### src/rtl/ps2_pkg.sv
// Shared PS/2 definitions: FSM state encoding, frame size, command bytes and
// the odd-parity helper used when loading a host-to-device frame.
package ps2_pkg;

  typedef enum logic [2:0] {
    IDLE      = 3'd0,
    INHIBIT   = 3'd1,
    RTS       = 3'd2,
    SHIFT     = 3'd3,
    ACK       = 3'd4,
    WAIT_IDLE = 3'd5
  } ps2_state_e;

  // start + 8 data + parity + stop
  localparam int PS2_FRAME_BITS = 11;

  localparam logic [7:0] CMD_SET_LED = 8'hED;
  localparam logic [7:0] CMD_RESET   = 8'hFF;
  localparam logic [7:0] RESP_ACK    = 8'hFA;

  // PS/2 parity is odd: the parity bit makes the 9-bit total count odd
  function automatic logic odd_parity(input logic [7:0] b);
    return ~^b;
  endfunction

endpackage

### src/rtl/ps2_sync_edge.sv
// Two-flop synchronizer plus falling-edge detect for one raw PS/2 line.
// Flops reset to 1 (idle bus level) so reset never produces a spurious fall.
module ps2_sync_edge (
  input  logic clk,
  input  logic rst,
  input  logic line,
  output logic sync,
  output logic fall
);

  logic s1, s2, prev;

  // synchronize the asynchronous line and keep the previous synced value
  always_ff @(posedge clk) begin
    if (rst) begin
      s1   <= 1'b1;
      s2   <= 1'b1;
      prev <= 1'b1;
    end else begin
      s1   <= line;
      s2   <= s1;
      prev <= s2;
    end
  end

  assign sync = s2;
  assign fall = prev & ~s2;

endmodule

### src/rtl/ps2_host_tx.sv
// Host-to-device PS/2 transmitter: inhibits the bus, issues request-to-send,
// shifts data/parity/stop out on device clock falls and samples the ACK.
// Both lines are driven open-drain through registered low-enables.
module ps2_host_tx
  import ps2_pkg::*;
#(
  parameter int INHIBIT_CYCLES = 5000,
  parameter int TIMEOUT_CYCLES = 1000000,
  parameter int CNT_W          = 20
) (
  input  logic       clk,
  input  logic       rst,
  input  logic       tx_valid,
  input  logic [7:0] tx_data,
  output logic       tx_ready,
  input  logic       ps2_clk_in,
  input  logic       ps2_data_in,
  output logic       ps2_clk_oe,
  output logic       ps2_data_oe,
  output logic       busy,
  output logic       tx_done,
  output logic       tx_ack_ok,
  output logic       tx_error
);

  localparam logic [CNT_W-1:0] INH_LAST  = CNT_W'(INHIBIT_CYCLES - 1);
  localparam logic [CNT_W-1:0] TO_LAST   = CNT_W'(TIMEOUT_CYCLES - 1);
  // bit_cnt value on the fall that drives the stop bit (fall 10)
  localparam logic [3:0]       LAST_SHIFT = 4'(PS2_FRAME_BITS - 2);

  ps2_state_e       state;
  logic [CNT_W-1:0] cnt;
  logic [3:0]       bit_cnt;
  logic [9:0]       shreg;
  logic             clk_oe_r, data_oe_r;
  logic             done_r, ack_ok_r, err_r, ack_smp;

  logic clk_sync, clk_fall, data_sync, data_fall;

  ps2_sync_edge u_clk_se (
    .clk  (clk),
    .rst  (rst),
    .line (ps2_clk_in),
    .sync (clk_sync),
    .fall (clk_fall)
  );

  ps2_sync_edge u_data_se (
    .clk  (clk),
    .rst  (rst),
    .line (ps2_data_in),
    .sync (data_sync),
    .fall (data_fall)
  );

  logic timeout;
  // the timeout window covers everything after the inhibit phase
  assign timeout = (state inside {RTS, SHIFT, ACK, WAIT_IDLE}) && (cnt == TO_LAST);

  // frame sequencer; timeout wins over a fall arriving in the same cycle
  always_ff @(posedge clk) begin
    if (rst) begin
      state     <= IDLE;
      cnt       <= '0;
      bit_cnt   <= '0;
      shreg     <= '0;
      clk_oe_r  <= 1'b0;
      data_oe_r <= 1'b0;
      done_r    <= 1'b0;
      ack_ok_r  <= 1'b0;
      err_r     <= 1'b0;
      ack_smp   <= 1'b0;
    end else begin
      done_r <= 1'b0;
      if (timeout) begin
        clk_oe_r  <= 1'b0;
        data_oe_r <= 1'b0;
        done_r    <= 1'b1;
        err_r     <= 1'b1;
        ack_ok_r  <= 1'b0;
        cnt       <= '0;
        state     <= IDLE;
      end else begin
        unique case (state)
          IDLE: begin
            if (tx_valid) begin
              shreg     <= {1'b1, odd_parity(tx_data), tx_data};
              cnt       <= '0;
              bit_cnt   <= '0;
              clk_oe_r  <= 1'b1;
              data_oe_r <= 1'b0;
              state     <= INHIBIT;
            end
          end
          INHIBIT: begin
            if (cnt == INH_LAST) begin
              cnt       <= '0;
              data_oe_r <= 1'b1;   // start bit, clock still held low
              state     <= RTS;
            end else begin
              cnt <= cnt + 1'b1;
            end
          end
          RTS: begin
            clk_oe_r <= 1'b0;      // hand the clock to the device
            cnt      <= '0;
            state    <= SHIFT;
          end
          SHIFT: begin
            cnt <= cnt + 1'b1;
            if (clk_fall) begin
              data_oe_r <= ~shreg[0];
              shreg     <= {1'b0, shreg[9:1]};
              bit_cnt   <= bit_cnt + 1'b1;
              if (bit_cnt == LAST_SHIFT) state <= ACK;
            end
          end
          ACK: begin
            cnt <= cnt + 1'b1;
            if (clk_fall) begin
              ack_smp <= ~data_sync;
              state   <= WAIT_IDLE;
            end
          end
          WAIT_IDLE: begin
            cnt <= cnt + 1'b1;
            if (clk_sync && data_sync) begin
              done_r   <= 1'b1;
              ack_ok_r <= ack_smp;
              err_r    <= 1'b0;
              cnt      <= '0;
              state    <= IDLE;
            end
          end
          default: state <= IDLE;
        endcase
      end
    end
  end

  // data_fall is not needed by the transmitter; the receiver side uses it
  logic unused_data_fall;
  assign unused_data_fall = data_fall;

  assign tx_ready    = (state == IDLE);
  assign busy        = (state != IDLE);
  assign ps2_clk_oe  = clk_oe_r;
  assign ps2_data_oe = data_oe_r;
  assign tx_done     = done_r;
  assign tx_ack_ok   = ack_ok_r;
  assign tx_error    = err_r;

endmodule

### config.mk
export PLATFORM = sky130hd
export DESIGN_NAME = ps2_host_tx
export DESIGN_NICKNAME = d
export VERILOG_FILES = /design/src/rtl/ps2_pkg.sv /design/src/rtl/ps2_sync_edge.sv /design/src/rtl/ps2_host_tx.sv
export SDC_FILE = /design/constraint.sdc
export NUM_CORES = 1
export LEC_CHECK = 0
export ABC_AREA = 1
export BUFFER_PORTS_ARGS = -buffer_cell sky130_fd_sc_hd__buf_4
export CAP_MARGIN = 30
export CORE_ASPECT_RATIO = 1.5
export CORE_MARGIN = 1
export CORE_UTILIZATION = 29
export CTS_BUF_LIST = sky130_fd_sc_hd__clkbuf_8 sky130_fd_sc_hd__clkbuf_16
export DETAILED_ROUTE_END_ITERATION = 6
export PLACE_DENSITY = 0.45
export SYNTH_ARGS = -nofsm -noshare
export SYNTH_HDL_FRONTEND = slang
export SYNTH_SLANG_ARGS = --single-unit
### constraint.sdc
create_clock -name clk -period 2.2 [get_ports clk]
set_clock_uncertainty 0.05 [all_clocks]
set_input_delay 0.22 -clock clk [delete_from_list [all_inputs] [get_ports clk]]
set_output_delay 0.22 -clock clk [all_outputs]
set_load 0.005 [all_outputs]
==> Yosys cells after proc, flatten, opt, wreduce, memory -nomap -nowiden <==
Cells that the tools add are included.
{ "op_classes": {"addsub": 2, "eq_ne": 14, "mux": 29, "bitwise_logic": 5, "reduce_logical": 22} }
{ "op_table": {"columns": ["cell", "count"], "rows": [
  ["case mux 20 bit (5 select lines)", 1],
  ["two-way mux 20 bit", 3],
  ["adder 20 x 1 -> 20 bit, second input constant", 1],
  ["== test 20 x 13 -> 1 bit, second input constant", 1],
  ["== test 20 bit, second input constant", 1],
  ["two-way mux 10 bit", 2],
  ["case mux 10 bit (2 select lines)", 1],
  ["two-way mux 3 bit", 6],
  ["case mux 3 bit (6 select lines)", 1],
  ["two-way mux 1 bit", 10],
  ["two-way mux 4 bit", 2],
  ["!= test 2 bit, second input constant", 4],
  ["case mux 4 bit (2 select lines)", 1],
  ["AND reduction 2 bit", 4],
  ["AND reduction 4 bit", 2],
  ["nonzero test 2 bit", 4],
  ["XNOR reduction 8 bit", 1],
  ["== test 3 x 2 -> 1 bit, second input constant", 2],
  ["== test 3 bit, second input constant", 2],
  ["AND reduction 6 bit", 1],
  ["nonzero test 3 bit", 2],
  ["nonzero test 5 bit", 1],
  ["adder 4 x 1 -> 4 bit, second input constant", 1],
  ["== test 4 bit, second input constant", 1],
  ["other kinds (11)", 17]
]} }
{ "totals": {"reg_bits": 48, "in_bits": 13, "output_inout_bits": 7, "elab_cells": 87} }

==> Depth between registers and ports, before layout <==
{ "depth": {"depth_word": 5, "mapped_depth": 11, "mapped_depth_nobuf": 11} }

==> Hierarchy <==
From an unflattened synthesis, not the netlist that was laid out.
{ "unflattened": {"cells_unflattened": 433, "area_unflattened_um2": 2816.5} }
{ "by_module_without_submodules": {"columns": ["mod", "n_inst", "cells_each", "area_each_um2", "seq_area_each_um2"], "rows": [
  ["ps2_host_tx", 1, 409, 2628.8, 860.8],
  ["ps2_sync_edge", 2, 12, 93.8, 60.1]
]} }

==> Least setup slack after synthesis <==
OpenSTA, ideal clock, no wires.
{ "synth_timing": {"kind": "reg2reg", "startpoint": "register cnt[0]", "endpoint": "register cnt[18]", "setup_time_ns": 0.117, "t_arrival_ns": 1.441, "required_time_ns": 2.033, "setup_slack_ns": 0.592, "path_stages_with_launch": 12, "period_less_slack_ns": 1.608, "cell_sequence": "dfxtp_1 ha_1 nand2_1 nor2_4 nand2_4 nor2_4 nand2_4 nand2_8 inv_4 nand2_2 buf_6 nor2_1"} }
{ "synth_between": {"elab_chain_cells": 3, "word_cells_on_any_way": 8} }
{ "synth_rtl": {"columns": ["item", "line", "text"], "rows": [
  ["from (decl)", "ps2_host_tx.sv:32", "logic [CNT_W-1:0] cnt;"],
  ["from (signal assigned)", "ps2_host_tx.sv:101", "cnt <= cnt + 1'b1;"],
  ["from (signal assigned)", "ps2_host_tx.sv:110", "cnt <= cnt + 1'b1;"],
  ["from (signal assigned)", "ps2_host_tx.sv:119", "cnt <= cnt + 1'b1;"],
  ["adder 20 x 1 -> 20 bit, or another cell as far along", null, null],
  ["two-way mux 20 bit, or another cell as far along", "ps2_host_tx.sv:127", "if (clk_sync && data_sync) begin"],
  ["case mux 20 bit (5 select lines) / OR reduction 2 bit (equally long branches)", null, null]
]} }
Parallel ways exist; a longest one is shown, timed or not.
A chain may end at the register's enable or synchronous reset.

==> Final worst setup path <==
{ "layout_timing": {"startpoint": "register cnt[0]", "endpoint": "register cnt[19]"} }
The elaborated chain is that of the path after synthesis.

==> results by group <==
Critical path
  • CP bufs+invs: 1
  • Worst stage delay on the critical path: 0.37 ns
  • Reg-to-reg slack, setup: 0.30 ns
  • Endpoint class of the critical path: register
  • Crit path launch type: register
  • Worst-path cell chain: ha_1 > nand2_1 > nor2_4 > nand2_4 > nor2_4 > nand2_4 > nand2_8 > inv_4 > nand2_2 > nor2_1
  • CP arrival: 2.03 ns
  • Reg-to-Reg Start: cnt[0]$_SDFFE_PP0P_
  • CP delay by family, top: simple AND/OR/NAND/NOR gates
  • Setup crit start: cnt[0]$_SDFFE_PP0P_
  • Crit Path Category: reg2reg
  • Req. time, crit path: 2.33 ns
  • Slowest cell on crit path: dfxtp_1
  • CP max FO: 18

Power
  • Logic pwr share: 0.377
  • Seq pwr share: 0.344
  • Max rail drop VDD: 0.444 mV
  • Switching share of power: 0.392
  • Net Sw Power: 1.26 mW
  • Pleak: 1.43 nW
  • Total power draw: 3.22 mW
  • Power per cell area: 963 nW/um2
  • Clock power share: 0.279
  • Internal: 1.96 mW

Global route
  • Initial antenna violation count: 0
  • GRT Total Usage: 0.150
  • Met3 usage: 0.0185
  • M2 GR Usage: 0.296
  • First-pass GRT wire length: 12600 um
  • Met1 Track Usage GR: 0.158
  • Pin count of the biggest net entering global routing: 21
  • Number of global-route vias before repair: 2695
  • Top Usage Layer GRT: met2
  • Overflow left after global routing: 0

Placement
  • Gp weighted congestion: 0.855
  • Dpl ws: 0.292 ns
  • # port buffers: 19
  • Placed Instance Area: 3170 um2
  • HPWL Detailed: 5900 um

Worst hold path
  • Hold_sp: ps2_clk_in
  • Hold Path Class: in2reg

Logic synthesis
  • Post-synthesis sequential area ratio: 0.327
  • Post-Syn Area: ~2900 um2
  • Ys flop type: dfxtp_1
  • Syn_area_per_cell: ~6.6 um2
  • Synthesized Nets: 464
  • Post-Synthesis Cells: 448
  • Commonest cells in the netlist: nand2_1, inv_1, nor2_1, dfxtp_1, nand3_1
  • Synth warn: 0
  • Most frequent cell after synthesis: nand2_1
  • EDFF count, synth: 0
  • Ys async rst share: 0
  • Top-area cell type share of the netlist area: 0.327
  • #FFs+latches synth: between 40 and 50
  • Largest cells by area after synthesis: dfxtp_1, nand2_1, inv_1
  • Yosys top cell by area: dfxtp_1
  • Number of distinct library cells after synthesis: 34

Floorplan
  • I/O pin count: 20
  • Die height: between 100 and 150 um
  • DIE AREA: around 11000 um2
  • Core Region: about 9700 um2
  • Initial Util: 0.301
  • Die width: around 84 um
  • Row cnt: 44

Drt
  • Routed WL: 7400 um
  • Drt drc: 0
  • DR iter-0 viols: 123
  • DR vias/cell: about 4.7
  • Via Count: between 2000 and 3000
  • Routed len/inst: around 13 um
  • Routed Antenna Nets: 0
  • DRT Pass-1 Iters: 4

Clock network
  • Hold Buf Count CTS: 0
  • CTS resizes: 0
  • Clock Tree Buf Depth: 2
  • Clock insertion delay at the later pin of the skew report: 0.29 ns
  • TritonCTS clock tree: built
  • CTS Buf Count: 5
  • # clock sinks: 48
  • CTS root buffer: clkbuf_16
  • Postcts setup bufs: 0
  • Total number of H-tree levels: 2
  • CTS clk-pin slew, worst paths: around 0.070 ns

STA
  • Worst setup margin: 0.302 ns
  • Setup_tns: 0 ns
  • Max_slew headroom: 0.742
  • Final setup fails: 0
  • RSZ-0062 raised after global routing: false
  • Max-slew violations: 0
  • Final Hold Fails: 0
  • Slew @ Worst Pin: 0.383 ns
  • Final min period: 1.90 ns
  • Upper clock frequency limit: 527 MHz
  • Tcrit/Tclk final: 0.863

Cells and area
  • Util after Layout: 0.343
  • Nets: 483
  • Area growth syn-to-layout: 13.7%
  • Finished Cell Area: 3340 um2
  • # diodes: 0
  • Fraction of final layout cells sized beyond drive strength 1: 0.158

Run status
  • Status: finished, final reports clean

Job
  • Max-Cap Viols: 0
## stage by stage
stage,cells,hold WS [ns]
final,583,0.0656
after global routing,583,0.0602
after CTS,583,0.0629
after detailed placement,575,0.358
after global placement,575,0.361
after floorplan,448,0.274
## worst reg2reg max path, delay by kind of cell (launching register included)
kind / cells / cell delay [ns]
buffers and inverters: 1 / 0.06
adders and majority gates: 1 / 0.20
and+or+nand+nor: 8 / 1.11
DFF: 1 / 0.37
## area by class of cell
class	count	area [um2]
Clock buffer	5	125
Clock inverter	3	46.3
Fill cell	1079	6400
Inverter	60	228
Multi-Input combinational cell	328	1660
Sequential cell	48	961
Tap cell	115	144
Timing Repair Buffer	24	180
## kinds of logic after synthesis
logic type	share of synthesized area
buf+inv	0.109
fa+ha+maj	0.0128
flops	0.327
simple gates	0.440
compound gates	0.0843
xor+xnor	0.0268
## sequential cells by signal, indices dropped and copies added (netlist names), 3 cells and up
register / flops
bit_cnt: 4
cnt: 20
shreg: 10
state: 3
## per-layer routing
layer | share of wire | routed length [um]
met3 | 0.017 | 126
met1 | 0.40 | 2980
met2 | 0.55 | 4110
met5 | 0 | 0
met4 | 0.026 | 189
## placed cells by master, fill, tap and decap left out, types with 2 or more instances in the layout
cell type / instances
a21oi_1: 17
a21oi_2: 8
buf_4: 24
clkbuf_16: 5
dfxtp_1: 48
ha_1: 3
inv_1: 56
inv_2: 2
nand2_1: 133
nand2_2: 12
nand2_4: 3
nand3_1: 29
nand3b_1: 3
nand4_1: 22
nor2_1: 52
nor2_2: 4
nor2_4: 4
nor3_1: 4
o21ai_0: 14
or2_2: 4
xnor2_1: 2
xor2_1: 7
## power groups by stage
stage	combinational (mW)	sequential [mW]	clock [mW]
floorplan	1.01	1.08	0
global placement	1.21	1.12	0
detailed placement	1.22	1.13	0
CTS	1.23	1.11	0.921
global route	1.37	1.13	0.948
finish	1.21	1.11	0.898
## worst paths after layout
kind,to,cells after the start
max,cnt[19]$_SDFFE_PP0P_,10
min,u_clk_se.s1$_SDFF_PP1_,2
max reg2reg,cnt[19]$_SDFFE_PP0P_,10
min reg2reg,u_data_se.sync$_SDFF_PP1_,1
No activity file was read; power rests on OpenSTA's default activity.
